==> src/rtl/fetch_pkg.sv <==
// Shared types for the instruction-fetch stage: FSM encoding, IF/ID bundle and reset defaults.
package fetch_pkg;

  typedef enum logic [1:0] {
    ST_IDLE  = 2'd0,
    ST_FETCH = 2'd1,
    ST_DRAIN = 2'd2,
    ST_HOLD  = 2'd3
  } fetch_state_e;

  localparam logic [31:0] NOP_INSTR_DEF = 32'h0000_0000;
  localparam logic [31:0] RESET_PC_DEF  = 32'h0000_0000;
  localparam int          IFID_W        = 97;

  typedef struct packed {
    logic [31:0] instr;
    logic [31:0] pc;
    logic [31:0] pc4;
    logic        valid;
  } ifid_t;

  function automatic ifid_t ifid_bubble(input logic [31:0] nop);
    ifid_t b;
    b.instr = nop;
    b.pc    = '0;
    b.pc4   = '0;
    b.valid = 1'b0;
    return b;
  endfunction

endpackage

==> src/rtl/fetch_stage.sv <==
// Instruction-fetch stage: owns the PC, handshakes with imem, holds the IF/ID register.
// Handshake: imem_req/imem_addr stay stable from rise until a cycle with imem_ready=1; that cycle completes.
module fetch_stage
  import fetch_pkg::*;
#(
  parameter logic [31:0] RESET_PC  = RESET_PC_DEF,
  parameter logic [31:0] NOP_INSTR = NOP_INSTR_DEF
) (
  input  logic        clk,
  input  logic        rst_n,
  input  logic        stall_i,
  input  logic        redirect_i,
  input  logic [31:0] redirect_pc_i,
  output logic        imem_req,
  output logic [31:0] imem_addr,
  input  logic        imem_ready,
  input  logic [31:0] imem_rdata,
  output logic [31:0] instr_o,
  output logic [31:0] pc_o,
  output logic [31:0] pc_plus4_o,
  output logic        valid_o,
  output logic [5:0]  op_o,
  output logic [5:0]  funct_o,
  output logic [1:0]  state_o
);

  fetch_state_e state_q, state_d;
  logic [31:0]  pc_q, pc_d;
  logic [31:0]  drain_addr_q, drain_addr_d;
  ifid_t        ifid_q, ifid_d;
  ifid_t        buf_q, buf_d;
  logic         buf_valid_q, buf_valid_d;

  logic [31:0]  pc_plus4;
  ifid_t        fetched;

  assign imem_req  = (state_q == ST_FETCH) || (state_q == ST_DRAIN);
  assign imem_addr = (state_q == ST_DRAIN) ? drain_addr_q : pc_q;
  assign pc_plus4  = pc_q + 32'd4;

  always_comb begin
    fetched.instr = imem_rdata;
    fetched.pc    = pc_q;
    fetched.pc4   = pc_plus4;
    fetched.valid = 1'b1;
  end

  always_comb begin
    state_d      = state_q;
    pc_d         = pc_q;
    drain_addr_d = drain_addr_q;
    ifid_d       = ifid_q;
    buf_d        = buf_q;
    buf_valid_d  = buf_valid_q;
    if (state_q == ST_IDLE) begin
      state_d = ST_FETCH;
    end else if (redirect_i) begin
      // Redirect wins over stall and completion; a word returned this cycle is dropped.
      ifid_d      = ifid_bubble(NOP_INSTR);
      buf_valid_d = 1'b0;
      pc_d        = {redirect_pc_i[31:2], 2'b00};
      case (state_q)
        ST_FETCH: if (!imem_ready) begin
          drain_addr_d = pc_q;
          state_d      = ST_DRAIN;
        end
        ST_HOLD:  state_d = ST_FETCH;
        ST_DRAIN: if (imem_ready) state_d = ST_FETCH;
        default:  ;
      endcase
    end else begin
      case (state_q)
        ST_FETCH: if (imem_ready) begin
          pc_d = pc_plus4;
          if (stall_i) begin
            buf_d       = fetched;
            buf_valid_d = 1'b1;
            state_d     = ST_HOLD;
          end else begin
            ifid_d = fetched;
          end
        end
        ST_HOLD: if (!stall_i) begin
          ifid_d       = buf_q;
          ifid_d.valid = buf_valid_q;
          buf_valid_d  = 1'b0;
          state_d      = ST_FETCH;
        end
        ST_DRAIN: if (imem_ready) state_d = ST_FETCH;
        default: ;
      endcase
    end
  end

  always_ff @(posedge clk or negedge rst_n) begin
    if (!rst_n) begin
      state_q      <= ST_IDLE;
      pc_q         <= RESET_PC;
      drain_addr_q <= RESET_PC;
      ifid_q       <= ifid_bubble(NOP_INSTR);
      buf_q        <= '0;
      buf_valid_q  <= 1'b0;
    end else begin
      state_q      <= state_d;
      pc_q         <= pc_d;
      drain_addr_q <= drain_addr_d;
      ifid_q       <= ifid_d;
      buf_q        <= buf_d;
      buf_valid_q  <= buf_valid_d;
    end
  end

  assign instr_o    = ifid_q.instr;
  assign pc_o       = ifid_q.pc;
  assign pc_plus4_o = ifid_q.pc4;
  assign valid_o    = ifid_q.valid;
  assign op_o       = ifid_q.instr[31:26];
  assign funct_o    = ifid_q.instr[5:0];
  assign state_o    = state_q;

endmodule

==> config.mk <==
export PLATFORM = sky130hd
export DESIGN_NAME = fetch_stage
export DESIGN_NICKNAME = d
export VERILOG_FILES = /design/src/rtl/fetch_pkg.sv /design/src/rtl/fetch_stage.sv
export SDC_FILE = /design/constraint.sdc
export NUM_CORES = 1
export LEC_CHECK = 0
export ABC_AREA = 0
export BUFFER_PORTS_ARGS = -buffer_cell sky130_fd_sc_hd__clkbuf_2
export CAP_MARGIN = 30
export CORE_MARGIN = 2
export CORE_UTILIZATION = 35
export CTS_CLUSTER_DIAMETER = 60
export DETAILED_ROUTE_END_ITERATION = 7
export GPL_ROUTABILITY_DRIVEN = 0
export SLEW_MARGIN = 20
export SYNTH_ARGS = -nofsm -noshare
export SYNTH_HDL_FRONTEND = slang
export SYNTH_SLANG_ARGS = --single-unit
==> constraint.sdc <==
create_clock -name clk -period 3 [get_ports clk]
set_input_delay 0.3 -clock clk [delete_from_list [all_inputs] [get_ports clk]]
set_output_delay 0.3 -clock clk [all_outputs]
set_load 0.01 [all_outputs]
# == Yosys cells after proc, flatten, opt, wreduce, memory -nomap -nowiden ==
# Cells that the tools add are included.
# op_classes
bitwise,3
addsub,1
n_eq_ne,11
n_reduce_logical,12
n_mux,23
# ops
op,n
2-to-1 mux 97 bit,4
one-hot mux 97 bit (2 select lines),1
2-to-1 mux 32 bit,4
"adder 32 x 3 -> 32 bit, second input constant",1
AND reduction 5 bit,4
2-to-1 mux 2 bit,7
"!= test 3 bit, second input constant",4
"!= test 4 x 3 -> 1 bit, second input constant",3
one-hot mux 2 bit (3 select lines),2
"== test 2 bit, second input constant",2
2-to-1 mux 1 bit,4
"!= test 4 bit, second input constant",1
AND reduction 4 bit,1
nonzero test 2 bit,2
nonzero test 4 bit,1
NOT 1 bit,3
AND reduction 3 bit,1
nonzero test 3 bit,1
"== test 2 x 1 -> 1 bit, second input constant",1
logical NOT 2 bit,1
one-hot mux 1 bit (2 select lines),1
logical OR 1 bit,1
# word_totals
inputBits,69
output_inout_bits,144
regBits,260

# == Logic depth before layout (Yosys ltp) ==
# logic_depth
depth_word,5
depth_mapped,9

# == Worst setup path after synthesis ==
# OpenSTA, ideal clock, no wires.
# synth_path
path_type,reg-to-reg
from,register state_q[0] (netlist: state_o[0])
to,register buf_q[43] (netlist name)
n_path_buf,3
t_required_ps,2935
setup_slack_ps,644
arrival_ps,2291
path_stages_with_launch,10
synth_period_minus_slack_ps,2356
cell_sequence,dfrtp_1 inv_1 ha_1 clkbuf_1 nand2b_1 nor3_1 clkbuf_1 buf_2 nand2_1 nand2_1
# synth_between
elab_chain_cells,3
# synth_lines
element,line_no,text
start: declaration,fetch_stage.sv:27,"fetch_state_e state_q, state_d;"
start signal: assignment,fetch_stage.sv:104,state_q <= state_d;
logical NOT 2 bit,fetch_stage.sv:55,if (state_q == ST_IDLE) begin
NOT 1 bit (no line),-,
AND reduction 5 bit (no line) *,-,
end signal: assignment,fetch_stage.sv:108,buf_q <= buf_d;
end: declaration,fetch_stage.sv:31,"ifid_t buf_q, buf_d;"
# Mark *: on every way between the ends. The rest lies on a longest branch, timed or not.
# A chain may end at the register's enable or synchronous reset.

# == Worst setup path after layout ==
# layout_path
from,register pc_q[2]
to,register buf_q[17] (netlist name)
# layout_between
elab_chain_cells,1
# layout_lines
element,line_no,text
start: declaration,fetch_stage.sv:28,"logic [31:0] pc_q, pc_d;"
start signal: assignment,fetch_stage.sv:105,pc_q <= pc_d;
adder 32 x 3 -> 32 bit,fetch_stage.sv:39,assign pc_plus4 = pc_q + 32'd4;
# Every way passes these cells.

==> run metrics <==
status=completed; Fin Setup TNS=0 ps; GR Util met3=3.13%; number of clock sinks=249; clock-pin transition on the worst setup and hold timing paths=60 ps; Least-Margin Pin Slew=759 ps; Vias=9,700; largest fanout on the critical path=12; vias per inst=5.07; Setup CP Type=reg2reg; Fin. Hold Viols=0; synthesized cell area=11,800 um2; Root Buffer Master=clkbuf_16; mux cell area share after synthesis=10.7%; Nets=1,517; CTS tree=done; busiest grt layer=met2; Cell variety after synth=54; period utilization=85.2%; Post-Route WL=34.6 mm; hold slack=51.4 ps; pin count of the biggest net entering global routing=95; IO buf count=208; DR WL/cell=18.1 um; Synth Register Bits=249; total core area=33,400 um2; post-synthesis adder-cell area fraction=0.636%; prevailing post-synth register cell=dfrtp_1; final setup violation count=0; post-synthesis xor/xnor area fraction=1.63%; RSZ-0062 raised after global routing=no; CP Capture Type=flop; final core occ=44.1%; clk buf depth=3; fin area=14,700 um2; overall power=15.2 mW; P per Cell Area=1030 nW/um2; Tmin final=2560 ps; largest family of logic cells by synthesized area=simple AND/OR/NAND/NOR gates; fmax=391 MHz; Place WS=509 ps; drt first pass iters=5; 1st-iter DRT viols=673; Initial Utilization=35.4%; Worst Skew=13.5 ps; cts bufs inserted=30; vias in the first global route=9,302; clk_lat worst skew=550 ps; worst hold path class=in2reg; critical path startpoint category=flop; n_diodes=0; GRT Total Usage=19.5%; Layout area overhead=24.5%; Placed Cells=1,824; max-cap check violation count=0; DIE AREA=35,200 um2; Layout Cells excl Fill=1,914; layout cells sized above 1=25.2%; Post-synth EDFFs=0; # DRC=0; most frequent cells in the layout=nand2_1, dfrtp_1, clkbuf_2; post-synthesis instance total=1,240; grt total ovfl=0; die height=188 um; Worst Path Arrival=3040 ps; commonest non-fill, non-tap cell in the layout=nand2_1; met1 Use GR=28.5%; WP data required=3490 ps; Syn Area/Cell=9.53 um2; Die Span X=188 um; DP Wirelength=23.3 mm; yosys warns=0; row cnt=67; Worst slew margin=49.4%; Seq/Total Area, Yosys=52.7%; Async SR Flop Fraction=100%; H-Tree Depth=1; first-pass GRT wire length=54.7 mm; DP Area=13,300 um2; Synth Area in Compound Gates=12.6%; Resized Gates After CTS=0; Synth Area in Simple Gates=16.6%; VDD IR max=0.531 mV; I/O pin cnt=213; final worst slack=444 ps; Post-DRT Antenna Nets=0; Slew Viols, Final=0; Leak=6.95 nW; M2 GR Usage=30.4%; initial antenna violation count=1
-- timing repair --
action,in CTS,in global routing
hold endpoints to repair,115,0
setup buffers,0,0
hold buffers,34,0
-- final timing paths --
path,to,depth (start not counted),slack (ps),start
setup reg to reg,buf_q[17],6,440,pc_q[2]
hold / removal,pc_q[4],3,50,redirect_pc_i[4]
max in group asynchronous,instr_o[10],3,1780,rst_n
min in group asynchronous,drain_addr_q[10],2,370,rst_n
setup / recovery,buf_q[17],6,440,pc_q[2]
hold reg to reg,buf_q[15],2,470,buf_q[15]
-- logic make-up after synthesis --
family	count (synthesis)
mux	119
simple gates	456
other cells	1
xor+xnor	22
flops	249
compound gates	254
buf+inv	133
fa+ha+maj	6
-- routing by layer --
| metal | part of all wire, % | up-vias |
|---|---|---|
| li1 | - | 4652 |
| met2 | 45 | 294 |
| met5 | 0.023 | - |
| met1 | 48 | 4703 |
| met3 | 6.0 | 49 |
| met4 | 1.9 | 2 |
-- registers in the layout, summed over array words and instances (netlist names) --
name and count:
instr_o 32, pc_q 30, pc_plus4_o 30, buf_q 92
pc_o 31, state_o 2, buf_valid_q 1, drain_addr_q 30
valid_o 1
-- power breakdown --
part	total [mW]	switching, mW	internal [mW]	leakage, nW
clock network	3.72	1.45	2.26	0.507
logic	5.69	3.37	2.32	3.27
registers	5.75	1.05	4.70	3.18
total	15.2	5.88	9.28	6.95
-- Yosys cell counts (7+ instances only) --
cell       count  area [um2]
nand2_1      317        1190
nand4_1       12        75.1
nor3_1        23         115
and3_1         9        56.3
a31oi_1       13        81.3
nand3_1       16        80.1
mux2_2        54         608
buf_4         19         143
a2bb2oi_1      7        61.3
buf_1         12        45.0
dfrtp_1      249        6230
xor2_1         7        61.3
clkbuf_1      75         282
o21a_1         7        52.6
buf_2          9        45.0
inv_1         15        56.3
a32oi_1        7        61.3
xnor2_1       15         131
nor4_1        10        62.6
o21ai_0      141         706
a21oi_1       20         100
o21ai_1       19        95.1
mux2i_1       65         651
nor2_1        45         169
-- critical path: stages (launching register included) --
cell,delay [ps]
dfrtp_1,580
ha_1,350
nand4_1,190
nor4_1,440
nand2_1,210
xnor2_1,470
mux2_2,250
-- final cells by class --
cell class              count  area [um2]
clock buffers              45         908
clock inverters            11         123
fillers                  3343       18700
inverters                  16        60.1
multi-input cells         859        5040
flip-flops and latches    249        6230
well taps                 448         561
repair buffers            286        1780
Note: power is estimated with default switching activity, not from simulation.
